**src/rtl/proc_pkg.sv**
```systemverilog
// Shared processor definitions: data-memory widths, core count and the
// DM arbiter state type used by the control units and datapaths.
package proc_pkg;

    localparam int DM_DATA_W    = 16;
    localparam int DM_ADDR_W    = 16;
    localparam int DM_NUM_CORES = 4;

    typedef enum logic [1:0] {
        IDLE   = 2'd0,
        ACCESS = 2'd1,
        RESP   = 2'd2
    } arb_state_t;

endpackage

```
**src/rtl/rr_picker.sv**
```systemverilog
// Combinational winner selection for the DM arbiter: round-robin after
// last_winner, or lowest-index-first when DMEM_ARB_FIXED_PRIO_EN is defined.
module rr_picker #(
    parameter int NUM_CORES = 4,
    parameter int IDX_W     = $clog2(NUM_CORES)
) (
    input  logic [NUM_CORES-1:0] req,
    input  logic [IDX_W-1:0]     last_winner,
    output logic [NUM_CORES-1:0] gnt,
    output logic [IDX_W-1:0]     idx
);

    logic hit;

`ifdef DMEM_ARB_FIXED_PRIO_EN
    logic unused_last_winner;
    assign unused_last_winner = ^last_winner;

    always_comb begin
        idx = '0;
        hit = 1'b0;
        // Scan from the top so the lowest requesting index is the last to overwrite.
        for (int i = NUM_CORES - 1; i >= 0; i--) begin
            if (req[i]) begin
                idx = IDX_W'(i);
                hit = 1'b1;
            end
        end
        gnt = hit ? (NUM_CORES'(1) << idx) : '0;
    end
`else
    logic [IDX_W-1:0] cand;

    always_comb begin
        idx  = '0;
        hit  = 1'b0;
        cand = '0;
        // Walk offsets from farthest to nearest; the core right after last_winner wins.
        for (int i = NUM_CORES; i >= 1; i--) begin
            cand = IDX_W'((int'(last_winner) + i) % NUM_CORES);
            if (req[cand]) begin
                idx = cand;
                hit = 1'b1;
            end
        end
        gnt = hit ? (NUM_CORES'(1) << idx) : '0;
    end
`endif

endmodule

```
**src/rtl/dmem_arbiter.sv**
```systemverilog
// Shares one synchronous data memory between NUM_CORES cores, one access per
// three cycles. Define DMEM_ARB_FIXED_PRIO_EN for fixed priority (core 0 first).
module dmem_arbiter
    import proc_pkg::*;
#(
    parameter int NUM_CORES = DM_NUM_CORES,
    parameter int ADDR_W    = DM_ADDR_W,
    parameter int DATA_W    = DM_DATA_W
) (
    input  logic                        clk,
    input  logic                        rst,
    input  logic [NUM_CORES-1:0]        req,
    input  logic [NUM_CORES-1:0]        we,
    input  logic [NUM_CORES*ADDR_W-1:0] addr,
    input  logic [NUM_CORES*DATA_W-1:0] wdata,
    output logic [NUM_CORES-1:0]        gnt,
    output logic [NUM_CORES-1:0]        ack,
    output logic [DATA_W-1:0]           rdata,
    output logic                        mem_en,
    output logic                        mem_we,
    output logic [ADDR_W-1:0]           mem_addr,
    output logic [DATA_W-1:0]           mem_wdata,
    input  logic [DATA_W-1:0]           mem_rdata
);

    localparam int IDX_W = $clog2(NUM_CORES);

    // Handshake: a core holds req (with we/addr/wdata stable) until it sees
    // ack; on the edge that samples ack it drops req or presents its next
    // access. The request is committed once latched in IDLE and cannot be
    // withdrawn; a req still high in the following IDLE is a new access.

    arb_state_t state, state_nxt;

    logic [NUM_CORES-1:0] pick_gnt;
    logic [IDX_W-1:0]     pick_idx;
    logic [IDX_W-1:0]     win_idx;
    logic [IDX_W-1:0]     last_winner;
    logic [NUM_CORES-1:0] win_onehot;
    logic                 lat_we;
    logic [ADDR_W-1:0]    lat_addr;
    logic [DATA_W-1:0]    lat_wdata;
    logic [DATA_W-1:0]    rdata_q;

    rr_picker #(
        .NUM_CORES (NUM_CORES),
        .IDX_W     (IDX_W)
    ) u_picker (
        .req         (req),
        .last_winner (last_winner),
        .gnt         (pick_gnt),
        .idx         (pick_idx)
    );

    always_ff @(posedge clk) begin
        if (rst) begin
            state <= IDLE;
        end else begin
            state <= state_nxt;
        end
    end

    always_comb begin
        state_nxt = state;
        case (state)
            IDLE:    if (|pick_gnt) state_nxt = ACCESS;
            ACCESS:  state_nxt = RESP;
            RESP:    state_nxt = IDLE;
            default: state_nxt = IDLE;
        endcase
    end

    always_ff @(posedge clk) begin
        if (rst) begin
            win_idx     <= '0;
            last_winner <= IDX_W'(NUM_CORES - 1);
            lat_we      <= 1'b0;
            lat_addr    <= '0;
            lat_wdata   <= '0;
            rdata_q     <= '0;
        end else begin
            if (state == IDLE && |pick_gnt) begin
                win_idx   <= pick_idx;
                lat_we    <= we[pick_idx];
                lat_addr  <= addr[int'(pick_idx)*ADDR_W +: ADDR_W];
                lat_wdata <= wdata[int'(pick_idx)*DATA_W +: DATA_W];
            end
            if (state == RESP) begin
                last_winner <= win_idx;
                if (!lat_we) rdata_q <= mem_rdata;
            end
        end
    end

    // The RAM output register feeds rdata straight through during RESP so the
    // read data lines up with ack; otherwise the last read value is held.
    always_comb begin
        win_onehot = NUM_CORES'(1) << win_idx;
        gnt        = (state == ACCESS) ? win_onehot : '0;
        ack        = (state == RESP) ? win_onehot : '0;
        mem_en     = (state == ACCESS);
        mem_we     = (state == ACCESS) && lat_we;
        mem_addr   = (state == ACCESS) ? lat_addr : '0;
        mem_wdata  = (state == ACCESS) ? lat_wdata : '0;
        rdata      = (state == RESP && !lat_we) ? mem_rdata : rdata_q;
    end

endmodule

```
**config.mk**
```make
export PLATFORM = sky130hd
export DESIGN_NAME = dmem_arbiter
export DESIGN_NICKNAME = d
export VERILOG_FILES = /design/src/rtl/proc_pkg.sv /design/src/rtl/rr_picker.sv /design/src/rtl/dmem_arbiter.sv
export SDC_FILE = /design/constraint.sdc
export NUM_CORES = 1
export LEC_CHECK = 0
export ABC_AREA = 1
export BUFFER_PORTS_ARGS = -buffer_cell sky130_fd_sc_hd__buf_2
export CORE_MARGIN = 2
export CORE_UTILIZATION = 42
export CTS_BUF_LIST = sky130_fd_sc_hd__clkbuf_8
export CTS_CLUSTER_DIAMETER = 80
export CTS_CLUSTER_SIZE = 30
export DETAILED_ROUTE_END_ITERATION = 16
export PLACE_DENSITY_LB_ADDON = 0.05
export SLEW_MARGIN = 10
export SYNTH_ARGS = -nofsm -noshare
export SYNTH_HDL_FRONTEND = slang
export SYNTH_SLANG_ARGS = --single-unit
```
**constraint.sdc**
```tcl
create_clock -name clk -period 1.6 [get_ports clk]
set_input_delay 0.32 -clock clk [delete_from_list [all_inputs] [get_ports clk]]
set_output_delay 0.32 -clock clk [all_outputs]
set_load 0.03 [all_outputs]
```
==> results.json <==
{
  "hp-class": "input port to flop",
  "syn_avg_cell_area_um2": 6.198,
  "clock_latency_ns": 0.32,
  "num_vias": 5590,
  "core-area_mm2": 0.009109,
  "syn_nets": 782,
  "grt_pass1_vias": 5363,
  "grt_use_met2": 0.6154,
  "yosysMostFrequentCell": "nand3_1",
  "power_per_cell_area_mw_per_mm2": 1079,
  "ys_ff_latch": 55,
  "async_reset_ff_frac": 0,
  "cpMostUsedCell": "nand2_2",
  "syn_inst": 628,
  "rsz0062_at_grt": "yes",
  "ant_nets": 0,
  "grt-busiest-layer": "met2",
  "max_slew.worst_pin.slew_ns": 0.3793,
  "dp_slack_ns": -0.2239,
  "yosys.area_share.xor_xnor": 0,
  "synthSimpleGateAreaFrac": 0.3886,
  "crit_path_top_delay_cell": "dfxtp_4",
  "irDropWorstVdd_v": 0.0005783,
  "critPathBufInv": 4,
  "cts.clk_slew.worst_paths_ns": 0.10,
  "slew_headroom": 0.7468,
  "hold_violations": 0,
  "die_area_mm2": 0.01005,
  "worstSetupEndpointType": "flop",
  "synth.area.top_cells": "dfxtp_1 (28%), nand3_1 (17%), nand2_1 (12%), inv_1 (7.7%), a21oi_2 (5.2%)",
  "grtUsageMet3": 0.05292,
  "grtUsageTotal": 0.3173,
  "synth.yosys.warnings": 0,
  "place_area_mm2": 0.005747,
  "synth_top_area_cell": "dfxtp_1",
  "synth_compound_gate_area_share": 0.1723,
  "drt_iter0_markers": 234,
  "port_buffers": 211,
  "cp.arrival_ns": 2.23,
  "fin_crit_sh": 1.261,
  "cts_root_buf": "clkbuf_8",
  "tritoncts": "done",
  "setup_viol": 93,
  "dr.pass1.iters": 5,
  "max_stage_delay_ns": 0.46,
  "synth_edf_count": 0,
  "h-tree-depth": 2,
  "violations": "setup timing",
  "syn_area_mm2": 0.003892,
  "period_minus_slack_ns": 2.017,
  "synth-seq-area-share": 0.2829,
  "leakage_nw": 3.819,
  "vias_per_cell": 5.529,
  "initial_core_util": 0.4273,
  "fillers": 508,
  "synth_top_area_share": 0.2829,
  "antenna_found_initial": 0,
  "cp_top_family": "simple AND/OR/NAND/NOR gates",
  "drc": 0,
  "path_class": "flop to flop",
  "cts_buffers": 5,
  "grt_overflow_total": 0,
  "wire_per_inst_um": 18.47,
  "startpoint_type": "flop",
  "ys.flop_type": "dfxtp_1",
  "muxShareOfSynthArea": 0,
  "drive_gt1_frac": 0.6700,
  "fin_ws_ns": -0.4170,
  "cts_sinks": 55,
  "synthTopCellsByCount": "nand3_1 (135), nand2_1 (124), inv_1 (80), dfxtp_1 (55), nor2_1 (44)",
  "required_ns": 1.81,
  "area_growth_pct": 104.7,
  "synth_top_family_by_area": "simple AND/OR/NAND/NOR gates",
  "grt_pass1_wl_mm": 25.30,
  "clock.fmax_mhz": 495.8,
  "fin_skew_ns": 0.01300,
  "gp_congestion": 0.8440,
  "synth.distinct_cells": 25,
  "routed_wl_mm": 18.68,
  "antenna_cells": 0,
  "crit_chain": "clkinv_8, nand2_4, nand2_2, nand2_1, nand2_2, inv_2, nand2_2, nand2_4, nand2_8, buf_6, buf_6, nand2_2, nand3_2, nand2_2, a21oi_2",
  "synth_fa_ha_area_frac": 0,
  "crit_fanout": 9,
  "clockBufferDepth": 2,
  "grt_max_degree": 35,
  "chipWidth_um": 100.3,
  "num_rows": 35,
  "drv_slew": 0,
  "io_pins": 212,
  "cap_violations": 0,
  "hpwl_mm": 9.827,
  "fin_area_mm2": 0.007969,
  "final_nets": 1054,
  "die_y_um": 100.3,
  "grt_use_met1": 0.3410,
  "status": "complete, but fails checks"
}
-- power breakdown --
| part | internal [mW] | switching [mW] | leakage [nW] |
|---|---|---|---|
| Clock | 0.454 | 0.474 | 0.0554 |
| Sequential | 1.64 | 0.195 | 0.455 |
| Combinational | 2.60 | 3.24 | 3.31 |
| Total | 4.69 | 3.91 | 3.82 |
-- path summary, 6_finish.rpt --
path,startpoint,depth (start not counted),to,slack [ns]
hold / removal,mem_rdata[12],3,rdata_q[12]$_SDFFE_PP0P_,0.32
setup / recovery,last_winner[0]$_SDFFE_PP1P_,15,lat_addr[0]$_SDFFE_PP0P_,-0.42
hold reg to reg,lat_addr[1]$_SDFFE_PP0P_,2,lat_addr[1]$_SDFFE_PP0P_,0.54
setup reg to reg,last_winner[0]$_SDFFE_PP1P_,15,lat_addr[0]$_SDFFE_PP0P_,-0.42
-- state kept, by name, indices dropped and copies added (netlist names) --
signal       count
lat_wdata       16
last_winner      2
rdata_q         16
lat_addr        16
lat_we           1
win_idx          2
state            2
-- per-layer routing --
layer / up-vias / wire, um
li1: 2582 / -
met1: 2657 / 6599
met4: 0 / 756
met5: - / 0
met3: 67 / 1267
met2: 284 / 10050
-- per-stage QoR --
stage / total power, mW / hold slack (ns) / setup TNS (ns) / utilization / instances
6_report: 8.601 / 0.3184 / -27.94 / 0.8749 / 1011
5_1_grt: 8.994 / 0.3175 / -34.09 / 0.8749 / 1011
4_1_cts: 7.726 / 0.2732 / -17.40 / 0.7960 / 997
3_5_place_dp: 5.412 / 0.5282 / -8.133 / 0.6309 / 953
3_3_place_gp: 5.328 / 0.5178 / -3.751 / 0.6309 / 953
2_1_floorplan: 4.324 / 0.4921 / -0.7354 / - / 628
-- cell families (layout without fill, tap and decap cells) --
logic type,count (synthesis),after routing
and+or+nand+nor,333,333
buffers and inverters,133,405
AOI/OAI and AO/OA,107,107
DFF,55,55
-- placed cells by master (no fill, tap or decap), types with 2 or more instances in the layout --
cell type	synthesis	layout
nor2_4	0	36
o211ai_1	2	2
or2_2	16	7
nor3_2	0	3
nand2_2	5	58
dfxtp_1	55	51
inv_1	80	64
o21ai_0	35	6
dfxtp_2	0	2
a21oi_4	0	15
nand2_1	124	47
inv_4	0	2
buf_2	20	154
inv_2	3	15
a21oi_1	29	8
clkbuf_16	0	4
buf_4	6	52
or2_4	0	9
nand2_4	2	25
nor2_1	44	7
nand3_2	1	47
o21ai_2	1	8
buf_6	6	71
buf_16	0	10
clkbuf_8	0	5
nand3_4	1	16
o21ai_1	1	22
nand3_1	135	74
dfxtp_4	0	2
nor3_4	0	2
a211oi_1	16	16
a21oi_2	23	29
buf_12	0	20
buf_8	1	3
-- what timing repair did --
action                     4_1_cts  5_1_grt
setup endpoints to repair       92       92
gates resized for setup        259      193
hold buffers                     0        0
buffers inserted                24       17
pin swaps                       88       49
cloned                          15        5
-- final cells by class --
type,count,area (um^2),share of cell area
tap,111,138.9,0.01743
sequential,55,1111,0.1394
clock inverter,2,33.78,0.004239
multi-input combinational,440,3485,0.4373
timing repair buffer,314,2781,0.3490
inverter,84,350.3,0.04396
clock buffer,5,68.82,0.008636
-- worst register-to-register path, stage by stage (launching register included) --
cell	delay, ns
dfxtp_4	0.46
clkinv_8	0.12
nand2_4	0.07
nand2_2	0.07
nand2_1	0.10
nand2_2	0.09
inv_2	0.10
nand2_2	0.08
nand2_4	0.14
nand2_8	0.11
buf_6	0.14
buf_6	0.14
nand2_2	0.07
nand3_2	0.07
nand2_2	0.09
a21oi_2	0.07
No activity file was read; power rests on OpenSTA's default activity.
